--- config.mk ---
export PLATFORM = sky130hd
export DESIGN_NAME = imem_loader
export DESIGN_NICKNAME = d
export VERILOG_FILES = /design/src/rtl/imem_loader.sv
export SDC_FILE = /design/constraint.sdc
export NUM_CORES = 1
export LEC_CHECK = 0
export ABC_AREA = 0
export CORE_MARGIN = 8
export CORE_UTILIZATION = 55
export CTS_BUF_LIST = sky130_fd_sc_hd__clkbuf_16
export DETAILED_ROUTE_END_ITERATION = 6
export MAX_ROUTING_LAYER = met4
export PLACE_DENSITY = 0.81
export SLEW_MARGIN = 10
export SYNTH_ARGS = -nofsm -noshare
export SYNTH_HDL_FRONTEND = slang
export SYNTH_SLANG_ARGS = --single-unit
--- constraint.sdc ---
create_clock -name clk -period 6.3 [get_ports clk]
set_clock_uncertainty 0.1 [all_clocks]
set_input_delay 0.945 -clock clk [delete_from_list [all_inputs] [get_ports clk]]
set_output_delay 0.945 -clock clk [all_outputs]
set_load 0.02 [all_outputs]
--- src/rtl/imem_loader.sv ---
// -----------------------------------------------------------------------------
// imem_loader
//
// Byte-stream program loader that sits upstream of the CPU wrapper. It parses a
// framed program image arriving from UART RX, packs the bytes into 32-bit
// little-endian words and writes them through the IMEM reload port. While a
// frame is being loaded, and after any failed load, the CPU is held in reset.
// The CPU is released only when a frame finishes with a matching checksum.
//
// Frame layout:
//   MAGIC, LEN_LO, LEN_HI, LEN*4 data bytes, CSUM
//   CSUM = XOR of LEN_LO, LEN_HI and every data byte
//
// Parameters:
//   BASE_ADDR    byte address of the first IMEM word written (bits [1:0] ignored)
//   NUM_WORDS    IMEM capacity in words; longer frames are rejected
//   TIMEOUT_CYC  maximum clk cycles allowed between accepted bytes inside a frame
//   MAGIC        frame start byte
//
// Ports:
//   clk            system clock
//   srst           synchronous reset, active-high
//   rx_vld         RX byte valid
//   rx_dat         RX byte
//   rx_rdy         byte accept (a byte is taken when rx_vld & rx_rdy)
//   imem_cpu_rstn  0 holds the CPU in reset (loading, or last load failed)
//   imem_we        IMEM write strobe, one-cycle pulse per word
//   imem_waddr     IMEM word address
//   imem_wdat      IMEM write data
//   busy           a frame is in progress
//   done           one-cycle pulse on a successful load
//   err            sticky flag: the last frame failed (size, checksum or timeout)
//   words_loaded   words written in the current or last frame
// -----------------------------------------------------------------------------
module imem_loader #(
  parameter logic [31:0] BASE_ADDR   = 32'h0000_0000,
  parameter int unsigned NUM_WORDS   = 8192,
  parameter int unsigned TIMEOUT_CYC = 1_000_000,
  parameter logic [7:0]  MAGIC       = 8'hA5
) (
  input  logic        clk,
  input  logic        srst,
  input  logic        rx_vld,
  input  logic [7:0]  rx_dat,
  output logic        rx_rdy,
  output logic        imem_cpu_rstn,
  output logic        imem_we,
  output logic [29:0] imem_waddr,
  output logic [31:0] imem_wdat,
  output logic        busy,
  output logic        done,
  output logic        err,
  output logic [15:0] words_loaded
);

  typedef enum logic [2:0] {
    S_IDLE,
    S_LEN0,
    S_LEN1,
    S_DATA,
    S_CSUM
  } state_t;

  // A 17-bit limit so a 16-bit length can be compared against 65536 as well.
  localparam logic [16:0] MAX_LEN  = 17'(NUM_WORDS);
  localparam logic [31:0] TMO_LAST = 32'(TIMEOUT_CYC - 1);
  localparam logic [29:0] BASE_WA  = BASE_ADDR[31:2];

  state_t      state;
  logic [15:0] len;
  logic [7:0]  csum;
  logic [1:0]  byte_idx;
  logic [23:0] word_acc;
  logic [31:0] tmo_cnt;
  logic        accept;
  logic        tmo_hit;
  logic [15:0] words_next;

  // The loader never back-pressures; the only time it refuses bytes is while
  // it is being reset.
  assign rx_rdy = ~srst;
  assign accept = rx_vld & rx_rdy;
  assign busy   = (state != S_IDLE);

  // Timeout wins over a byte arriving in the same cycle, so that byte is lost.
  assign tmo_hit    = (state != S_IDLE) && (tmo_cnt == TMO_LAST);
  assign words_next = words_loaded + 16'd1;

  // Whole loader in one sequential block: the frame parser FSM, the checksum,
  // the word packer, the IMEM write port and the inter-byte timeout. The
  // write strobe and done are pulses and default low each cycle. The IMEM
  // address advances the cycle after each write so it is stable during the
  // pulse; a MAGIC byte later in this block overrides that with the base.
  always_ff @(posedge clk) begin
    if (srst) begin
      state         <= S_IDLE;
      imem_cpu_rstn <= 1'b1;
      imem_we       <= 1'b0;
      imem_waddr    <= BASE_WA;
      imem_wdat     <= 32'd0;
      done          <= 1'b0;
      err           <= 1'b0;
      words_loaded  <= 16'd0;
      len           <= 16'd0;
      csum          <= 8'd0;
      byte_idx      <= 2'd0;
      word_acc      <= 24'd0;
      tmo_cnt       <= 32'd0;
    end else begin
      imem_we <= 1'b0;
      done    <= 1'b0;

      if (imem_we) begin
        imem_waddr <= imem_waddr + 30'd1;
      end

      if ((state == S_IDLE) || accept) begin
        tmo_cnt <= 32'd0;
      end else begin
        tmo_cnt <= tmo_cnt + 32'd1;
      end

      if (tmo_hit) begin
        state <= S_IDLE;
        err   <= 1'b1;
      end else if (accept) begin
        case (state)
          S_IDLE: begin
            if (rx_dat == MAGIC) begin
              state         <= S_LEN0;
              imem_cpu_rstn <= 1'b0;
              err           <= 1'b0;
              words_loaded  <= 16'd0;
              imem_waddr    <= BASE_WA;
              csum          <= 8'd0;
            end
          end

          S_LEN0: begin
            len[7:0] <= rx_dat;
            csum     <= csum ^ rx_dat;
            state    <= S_LEN1;
          end

          S_LEN1: begin
            len[15:8] <= rx_dat;
            csum      <= csum ^ rx_dat;
            if ({1'b0, rx_dat, len[7:0]} > MAX_LEN) begin
              state <= S_IDLE;
              err   <= 1'b1;
            end else if ({rx_dat, len[7:0]} == 16'd0) begin
              state <= S_CSUM;
            end else begin
              state    <= S_DATA;
              byte_idx <= 2'd0;
            end
          end

          S_DATA: begin
            csum <= csum ^ rx_dat;
            if (byte_idx == 2'd3) begin
              imem_wdat    <= {rx_dat, word_acc};
              imem_we      <= 1'b1;
              words_loaded <= words_next;
              byte_idx     <= 2'd0;
              if (words_next == len) begin
                state <= S_CSUM;
              end
            end else begin
              word_acc[byte_idx*8 +: 8] <= rx_dat;
              byte_idx                  <= byte_idx + 2'd1;
            end
          end

          S_CSUM: begin
            state <= S_IDLE;
            if (rx_dat == csum) begin
              done          <= 1'b1;
              imem_cpu_rstn <= 1'b1;
            end else begin
              err <= 1'b1;
            end
          end

          default: begin
            state <= S_IDLE;
          end
        endcase
      end
    end
  end

endmodule

# ---- Word-level counts from Yosys, hierarchy flattened
# Cells that the tools add are included.
dict set report totals {
  ff_bits 167
  in_bits 11
  output_inout_bits 84
  elab_cells 105
}
dict set report classes {
  addsub 5
  n_lt_le_gt_ge 1
  n_eq_ne 18
  n_shift 2
  n_mux 31
  bitwise_logic 8
  n_reduce_logical 26
}
# operator n
set op_table {}
lappend op_table {{$mux W30} 5}
lappend op_table {{$neg A5 Y34} 1}
lappend op_table {{$shift A8 B34 Y24 const A} 1}
lappend op_table {{$shiftx A8 B34 Y24} 1}
lappend op_table {{$add A32 B1 Y32 const B} 1}
lappend op_table {{$eq A32 B20 Y1 const B} 1}
lappend op_table {{$mux W16} 2}
lappend op_table {{$pmux W16 S2} 1}
lappend op_table {{$add A30 B1 Y30 const B} 1}
lappend op_table {{$bwmux W24} 1}
lappend op_table {{$reduce_and A5 Y1} 4}
lappend op_table {{$add A16 B1 Y16 const B} 1}
lappend op_table {{$eq A16 B16 Y1} 1}
lappend op_table {{$gt A16 B14 Y1 const B} 1}
lappend op_table {{$logic_not A16 Y1} 1}
lappend op_table {{$pmux W8 S2} 1}
lappend op_table {{$reduce_and A4 Y1} 4}
lappend op_table {{$mux W3} 5}
lappend op_table {{$pmux W3 S4} 1}
lappend op_table {{$ne A2 B2 Y1 const B} 5}
lappend op_table {{$reduce_bool A2 Y1} 5}
lappend op_table {{$eq A8 B8 Y1} 1}
lappend op_table {{$eq A8 B8 Y1 const B} 1}
lappend op_table {{$mux W1} 8}
lappend op_table {{25 further kinds} 37}

# ---- Logic depth before layout (Yosys ltp)
# Gate-level depths: netlist (run 1).
dict set report depth {
  word_depth 6
  mapped_depth 11
  mapped_depth_nobuf 8
}

# ---- Least setup slack after synthesis (run 1)
# No wires, ideal clock.
dict set report synth_timing {
  path_type {input port to flip-flop}
  start {input port rx_dat[1]}
  end {register csum[0]}
  setup_time_ns 0.092
  arrival_time_ns 2.705
  t_required_ns 6.108
  path_slack_ns 3.403
  path_stages 7
  n_path_buf 1
  path_cell_list {clkbuf_1 > nor3_1 > and3_1 > o21ai_1 > nor3_1 > o21ai_1 > o32ai_1}
}
dict set report synth_between {
  elab_chain_len 3
}
# item line_no
set synth_lines {}
lappend synth_lines {{from (decl)} 44} ;# input logic [7:0] rx_dat,
lappend synth_lines {{$eq A8 B8 Y1} 129} ;# if (rx_dat == MAGIC) begin
lappend synth_lines {{$ne A2 B1 Y1 (no line)} --}
lappend synth_lines {{$reduce_and A4 Y1 (no line)} --}
lappend synth_lines {{to (signal assigned)} 141} ;# csum <= csum ^ rx_dat;
lappend synth_lines {{to (signal assigned)} 147} ;# csum <= csum ^ rx_dat;
lappend synth_lines {{to (signal assigned)} 160} ;# csum <= csum ^ rx_dat;
lappend synth_lines {{to (decl)} 71} ;# logic [7:0] csum;
# Every way passes these cells.
# A chain may end at the register's enable or synchronous reset.

# ---- Final worst setup path (run 1)
dict set report layout_timing {
  start {input port srst}
  end {output port rx_rdy}
}
dict set report layout_between {
  elab_chain_len 1
}
# item line_no
set layout_lines {}
lappend layout_lines {{from (decl)} 42} ;# input logic srst,
lappend layout_lines {{$not A1 Y1} 81} ;# assign rx_rdy = ~srst;
lappend layout_lines {{to (decl)} 45} ;# output logic rx_rdy,
# Every way passes these cells.

==> results by group, run 1 <==
STA
  • Max-slew headroom: 22.1%
  • Fin crit share: just under 60%
  • Fin worst setup slack: ~2.6 ns
  • Min Tclk post-route: 3.70 ns
  • FMAX: 270 MHz
  • Setup TNS: 0 ns
  • Max-slew violations: 0
  • Final setup vio count: 0
  • Actual slew at the worst max-slew pin: 1.16 ns
  • Final Hold Vio Count: 0
  • RSZ-0062 raised after global routing: no

Finish
  • Antenna cells: 0
  • Area Growth Syn to Fin: 19.3%
  • Final Util: 67.3%
  • Nets: 1,009
  • Layout cells sized above 1: 6.18%

Clock network
  • Root Driver: clkbuf_16
  • Hold buffers post-CTS: 0
  • Clk Latency, worst-skew pair: approximately 0.43 ns
  • Clk sinks: 167
  • Inserted Clock Buffers: 17
  • Postcts setup bufs: 0
  • Clock Path Buffers: 2
  • CTS tree: yes
  • CTS H-tree lvls: 4
  • Post_cts resized: 0
  • Clock transition at path regs: 0.06 ns

Job
  • Max_cap viols: 0

Floorplanning
  • Die H: 136 um
  • Initial Utilization: 56.4%
  • Num rows: 43
  • Boundary Pins: 95
  • Die X: 136 um
  • Core Area: between 10,000 and 15,000 um2
  • Die area: 18,400 um2

Hold path
  • Hold WC Path Type: reg2reg
  • Hold-critical path depth: 2

Synth
  • Synth async-reset ratio: 0%
  • Post-synthesis register bit count: 167
  • Seq/Total Area, Yosys: 42.5%
  • Post-synth EDFFs: 0
  • Post-Syn Instances: 933
  • Synth top area cells: dfxtp_1 (43%), nand2_1 (5.1%), xor2_1 (4.9%), a21oi_1 (4.6%), nor2_1 (4.1%)
  • Area leader, netlist: dfxtp_1
  • Top FF cell, synth: dfxtp_1
  • Synthesized area per cell: about 8.4 um2
  • Ys Warns: 0
  • Post-synthesis net count: 952
  • Syn Std Cell Area: 7860 um2
  • Area fraction of the dominant cell type after synthesis: between 40 and 50%
  • Synth unique cells: 64

Global routing
  • Largest net degree at the start of global routing: 104
  • First-pass GRT wire length: 30,400 um
  • GRT Total Usage: 20.8%
  • Grt total ovfl: 0
  • Vias in the first global route: 6,130
  • Initial antenna violation count: 0

Worst setup path
  • Worst reg-to-reg path cell count: 7
  • Worst setup SP type: input port
  • Critical path endpoint category: primary output
  • CP Class: in2out
  • CP arrival: about 2.7 ns
  • CP Max Fanout: 103
  • Worst endpoint required time: 5.25 ns

Drt
  • Routed len/inst: 15.5 um
  • Drt first pass iters: 5
  • 1st-iter DRT viols: 587
  • Routed WL: 18,400 um
  • Vias per cell: approximately 5.7
  • DR DRC count: 0
  • DR vias: 6,781
  • Post-route ant nets: 0

Placed design
  • Pre-CTS setup slack: 2.31 ns
  • Post-DP HPWL: 12,200 um
  • Final GP Congestion: 0.919
  • Buffers added on ports: 94

Run status
  • Run status: finished clean

Pwr
  • PwrDens: between 200 and 250 nW/um2
  • VDD IR max: 172 uV
  • Static Leakage: 3.04 nW
cell families after synthesis:
logic type | count (synthesis) | share of synthesized area, %
AOI/OAI and AO/OA | 164 | 13.8
xor gates and xnor gates | 72 | 8.03
adders and majority gates | 8 | 1.27
buffers and inverters | 83 | 4.54
DFF | 167 | 42.5
muxes | 17 | 2.17
and+or+nand+nor | 422 | 27.6
synth_stat cells (4+ instances only):
master and number:
a211oi_1 9, nor4_1 17, nand4_1 27, clkbuf_1 46, and3_1 8, nand2_1 106
nor2_1 85, ha_1 8, dfxtp_1 167, a31oi_1 8, o21ai_0 16, or4_1 5
xnor2_1 28, buf_6 4, nand2b_1 44, a311oi_1 6, nor3b_1 4, or3_1 15
nand3_1 49, and4_1 11, nand2_2 9, and2_1 7, o32ai_1 9, o21a_1 15
mux2i_1 17, inv_1 25, nor3_1 18, xor2_1 44, a21oi_2 6, a21oi_1 73
placed cells by master, fill, tap and decap left out, types with 3 or more instances in the layout:
master           instances
dfxtp_1                167
nand2_1                106
clkdlybuf4s50_1         93
nor2_1                  85
a21oi_1                 73
nand3_1                 49
xor2_1                  44
nand2b_1                44
xnor2_1                 28
nand4_1                 27
inv_1                   26
nor3_1                  18
mux2i_1                 17
clkbuf_16               17
o21ai_0                 16
or3_1                   15
nor4_1                  15
o21a_1                  15
and4_1                  11
nand2_2                  9
a211oi_1                 9
o32ai_1                  9
and3_1                   8
a31oi_1                  8
ha_1                     8
and2_1                   7
a21oi_2                  6
a311oi_1                 6
or4_1                    5
nor3b_1                  4
clkinv_2                 4
a41oi_2                  3
clkinv_4                 3
bufinv_16                3
cell type report:
cell class	instances	area, um2
clock buffers	17	425
clock inverters	15	163
fillers	1143	4560
inverters	26	97.6
multi-input cells	683	4180
flip-flops and latches	167	3340
well taps	180	225
repair buffers	95	946
per-stage QoR:
stage / instances / power [W] / area (um2) / hold WS, ns
floorplan: 933 / 0.00111 / 7860 / 0.330
global placement: 1151 / 0.00113 / 8790 / 0.343
detailed placement: 1151 / 0.00113 / 8790 / 0.347
CTS: 1183 / 0.00215 / 9380 / 0.356
global route: 1183 / 0.00221 / 9380 / 0.373
finish: 1183 / 0.00214 / 9380 / 0.354
report_power, final:
part           internal (W)  switching (W)  total (W)
combinational     0.0000122      0.0000340  0.0000463
clock              0.000617       0.000418    0.00104
sequential          0.00106    0.000000535    0.00106
total               0.00169       0.000453    0.00214
layer usage:
metal	routed length, um	vias to the layer above	track usage (%)	share of wire (%)
li1	-	3381	-	-
met1	8580	3161	26.7	47
met2	8390	215	31.5	46
met3	1140	24	4.64	6.2
met4	256	0	7.59	1.4
met5	0	-	-	0
final timing paths:
kind	start	slack, ns	endpoint
max	srst	2.60	rx_rdy
min	word_acc[17]	0.35	imem_wdat[17]
max reg2reg	tmo_cnt[5]	2.85	words_loaded[3]
min reg2reg	word_acc[17]	0.35	imem_wdat[17]
sequential cells by signal, indices dropped and copies added, names as in the netlist:
signal	count
imem_cpu_rstn	1
state	3
words_loaded	16
imem_we	1
imem_wdat	32
byte_idx	2
len	16
csum	8
done	1
err	1
imem_waddr	30
word_acc	24
tmo_cnt	32
worst max-delay path: stages:
cell and delay [ns]:
buf_4 0.76, inv_1 0.29, clkdlybuf4s50_1 0.64
No activity file was read; power rests on OpenSTA's default activity.
==> run 2, diff against run 1 <==
clock period = 3.7 ns   (was 6.3 ns; I/O delays follow)
==> run 2 against run 1 <==
  * Register-to-register slack worse by 2.3 ns
  * Worst setup slack worse by 2.0 ns
  * Clock power is 78% higher
  * Global-route usage is 0.56 points higher
  * Total power is 75% higher
  * Cell count is 1.5% higher
  * First-iteration DRC count is 6.8% higher
  * Critical path depth is 4 higher
  * Combinational power is 100% higher
  * Sequential share of layout area is 0.66 points lower
  * Via count is 0.31% higher
  * Critical path type is now reg2reg
  * Non-clock buffer count is 20 higher
==> results by group, run 2 (synthesis gave the netlist of run 1 again) <==
Run status
  • Run status: finished clean

Global routing
  • Met3 Track Usage GR: 5.71%
  • Vias in the first global route: roughly 6,300
  • Initial antenna violation count: 0
  • Met2 global-route usage: ~33%
  • Largest net degree at the start of global routing: between 100 and 150
  • Busiest grt layer: met2
  • GRT Total Usage: 21.4%
  • M1 GR Usage: between 20% and 30%
  • Grt total ovfl: 0
  • First-pass GRT wire length: 31,200 um

Worst setup path
  • Worst reg-to-reg path cell count: 7
  • CP Max Fanout: 47
  • Worst setup SP type: flip-flop
  • Reg-to-Reg End: words_loaded[4]
  • CP arrival: 3.27 ns
  • Worst endpoint required time: slightly below 4 ns
  • CP Class: reg2reg
  • Critical path endpoint category: flip-flop
  • R2R setup slack: 0.58 ns
  • Reg-to-Reg Start: tmo_cnt[5]

STA
  • Fin worst setup slack: 0.583 ns
  • Fin crit share: 84.3%
  • Max-slew violations: 0
  • FMAX: 321 MHz
  • Final setup vio count: 0
  • Setup TNS: 0 ns
  • Min Tclk post-route: 3.12 ns
  • RSZ-0062 raised after global routing: no
  • Max-slew headroom: 27.4%
  • Actual slew at the worst max-slew pin: about 1.1 ns
  • Final Hold Vio Count: 0

Pwr
  • VDD IR max: 385 uV
  • Static Leakage: 3.16 nW
  • PwrDens: 392 nW/um2

Drt
  • Routed WL: around 19,000 um
  • 1st-iter DRT viols: 627
  • Routed len/inst: between 15 and 20 um
  • DR vias: between 6,000 and 7,000
  • Post-route ant nets: 0
  • DR DRC count: 0
  • Vias per cell: 5.66
  • Drt first pass iters: 6

Finish
  • Multi-input gate area: between 4000 and 5000 um2
  • Commonest non-fill, non-tap cells in the layout: dfxtp_1 (167), nand2_1 (106), clkdlybuf4s50_1 (93), nor2_1 (85), a21oi_1 (73)
  • Final Non-Filler Cells: 1,201
  • Most common cell after layout, fill and taps aside: dfxtp_1
  • Antenna cells: 0
  • Top Registers: imem_wdat x32, tmo_cnt x32, imem_waddr x30
  • Final Cell Area: between 9000 and 10,000 um2
  • FF+latch area: 3340 um2
  • Area Growth Syn to Fin: 21.6%
  • Fill cells: around 1,100
  • Layout cells sized above 1: under 10%
  • Nets: a little over 1,000

Placed design
  • Buffers added on ports: 94
  • Placed Cells: 1,171
  • Pre-CTS setup slack: 0.335 ns
  • Post-DP HPWL: 12,700 um
  • Final GP Congestion: 0.941
  • Placed Area: 8940 um2

Floorplanning
  • Core Area: 13,900 um2
  • Boundary Pins: 95
  • Die X: between 100 and 150 um
  • Num rows: 43
  • Die H: 136 um
  • Initial Utilization: a little under three fifths
  • Die area: 18,400 um2

Clock network
  • Root Driver: clkbuf_16
  • CTS H-tree lvls: 4
  • Post_cts resized: 0
  • CTS tree: yes
  • Clk Latency, worst-skew pair: 0.42 ns
  • Clock Path Buffers: 2
  • Hold buffers post-CTS: 0
  • Postcts setup bufs: 0
  • Clock transition at path regs: 0.06 ns
  • Clk sinks: between 150 and 200
  • Inserted Clock Buffers: 17

Hold path
  • Hold-critical path depth: 3
  • Hold WC Path Type: in2reg
  • Min-delay src: srst
  • Worst Hold End: imem_cpu_rstn

Job
  • Max_cap viols: 0
run 2: cell count changes in the layout (fill, tap and decap cells not counted), sizes merged:
cell,before,now
buf,2,22
bufinv,3,5
clkinv,9,4
clkinvlp,2,1
inv,27,29
run 2: worst max-delay path: stages (launching register included):
cell and delay [ns]:
dfxtp_1 0.42, or4b_1 0.45, or4_4 0.47, or4_1 0.59
nand2_4 0.14, inv_2 0.35, a41oi_2 0.33, a311oi_1 0.07
run 2: worst max path at each step:
stage	depth (start not counted)	to	from	slack, ns
final	7	words_loaded[4]	tmo_cnt[5]	0.58
after floorplan	10	imem_wdat[12]	tmo_cnt[7]	1.11
after global placement	7	csum[7]	rx_dat[1]	0.46
after detailed placement	7	csum[2]	rx_dat[1]	0.34
after CTS	7	words_loaded[3]	tmo_cnt[5]	0.58
after global routing	7	words_loaded[3]	tmo_cnt[5]	0.41
run 2: metrics by stage:
step / total power, W / hold slack, ns / utilization, %
after floorplan: 0.00189 / 0.330 / -
after detailed placement: 0.00193 / 0.347 / 64.1
after global routing: 0.00386 / 0.329 / 68.6
after CTS: 0.00377 / 0.317 / 68.6
final: 0.00375 / 0.343 / 68.6
after global placement: 0.00193 / 0.341 / 64.1
run 2: routing by layer:
metal | share of wire (%) | wire length (um)
met5 | 0 | 0
met4 | 1.2 | 233
met3 | 6.9 | 1320
met2 | 47 | 9030
met1 | 45 | 8620
run 2: area by class of cell:
| class | count | area share, % |
|---|---|---|
| clock buffer | 17 | 4.45 |
| multi-input combinational | 683 | 43.7 |
| sequential | 167 | 35.0 |
| inverter | 26 | 1.02 |
| tap | 180 | 2.36 |
| clock inverter | 13 | 1.99 |
| timing repair buffer | 115 | 11.5 |
run 2: power by group:
| part | switching (W) | internal [W] |
|---|---|---|
| registers | 0.000000830 | 0.00180 |
| logic | 0.0000641 | 0.0000292 |
| clock network | 0.000678 | 0.00118 |
| total | 0.000742 | 0.00300 |
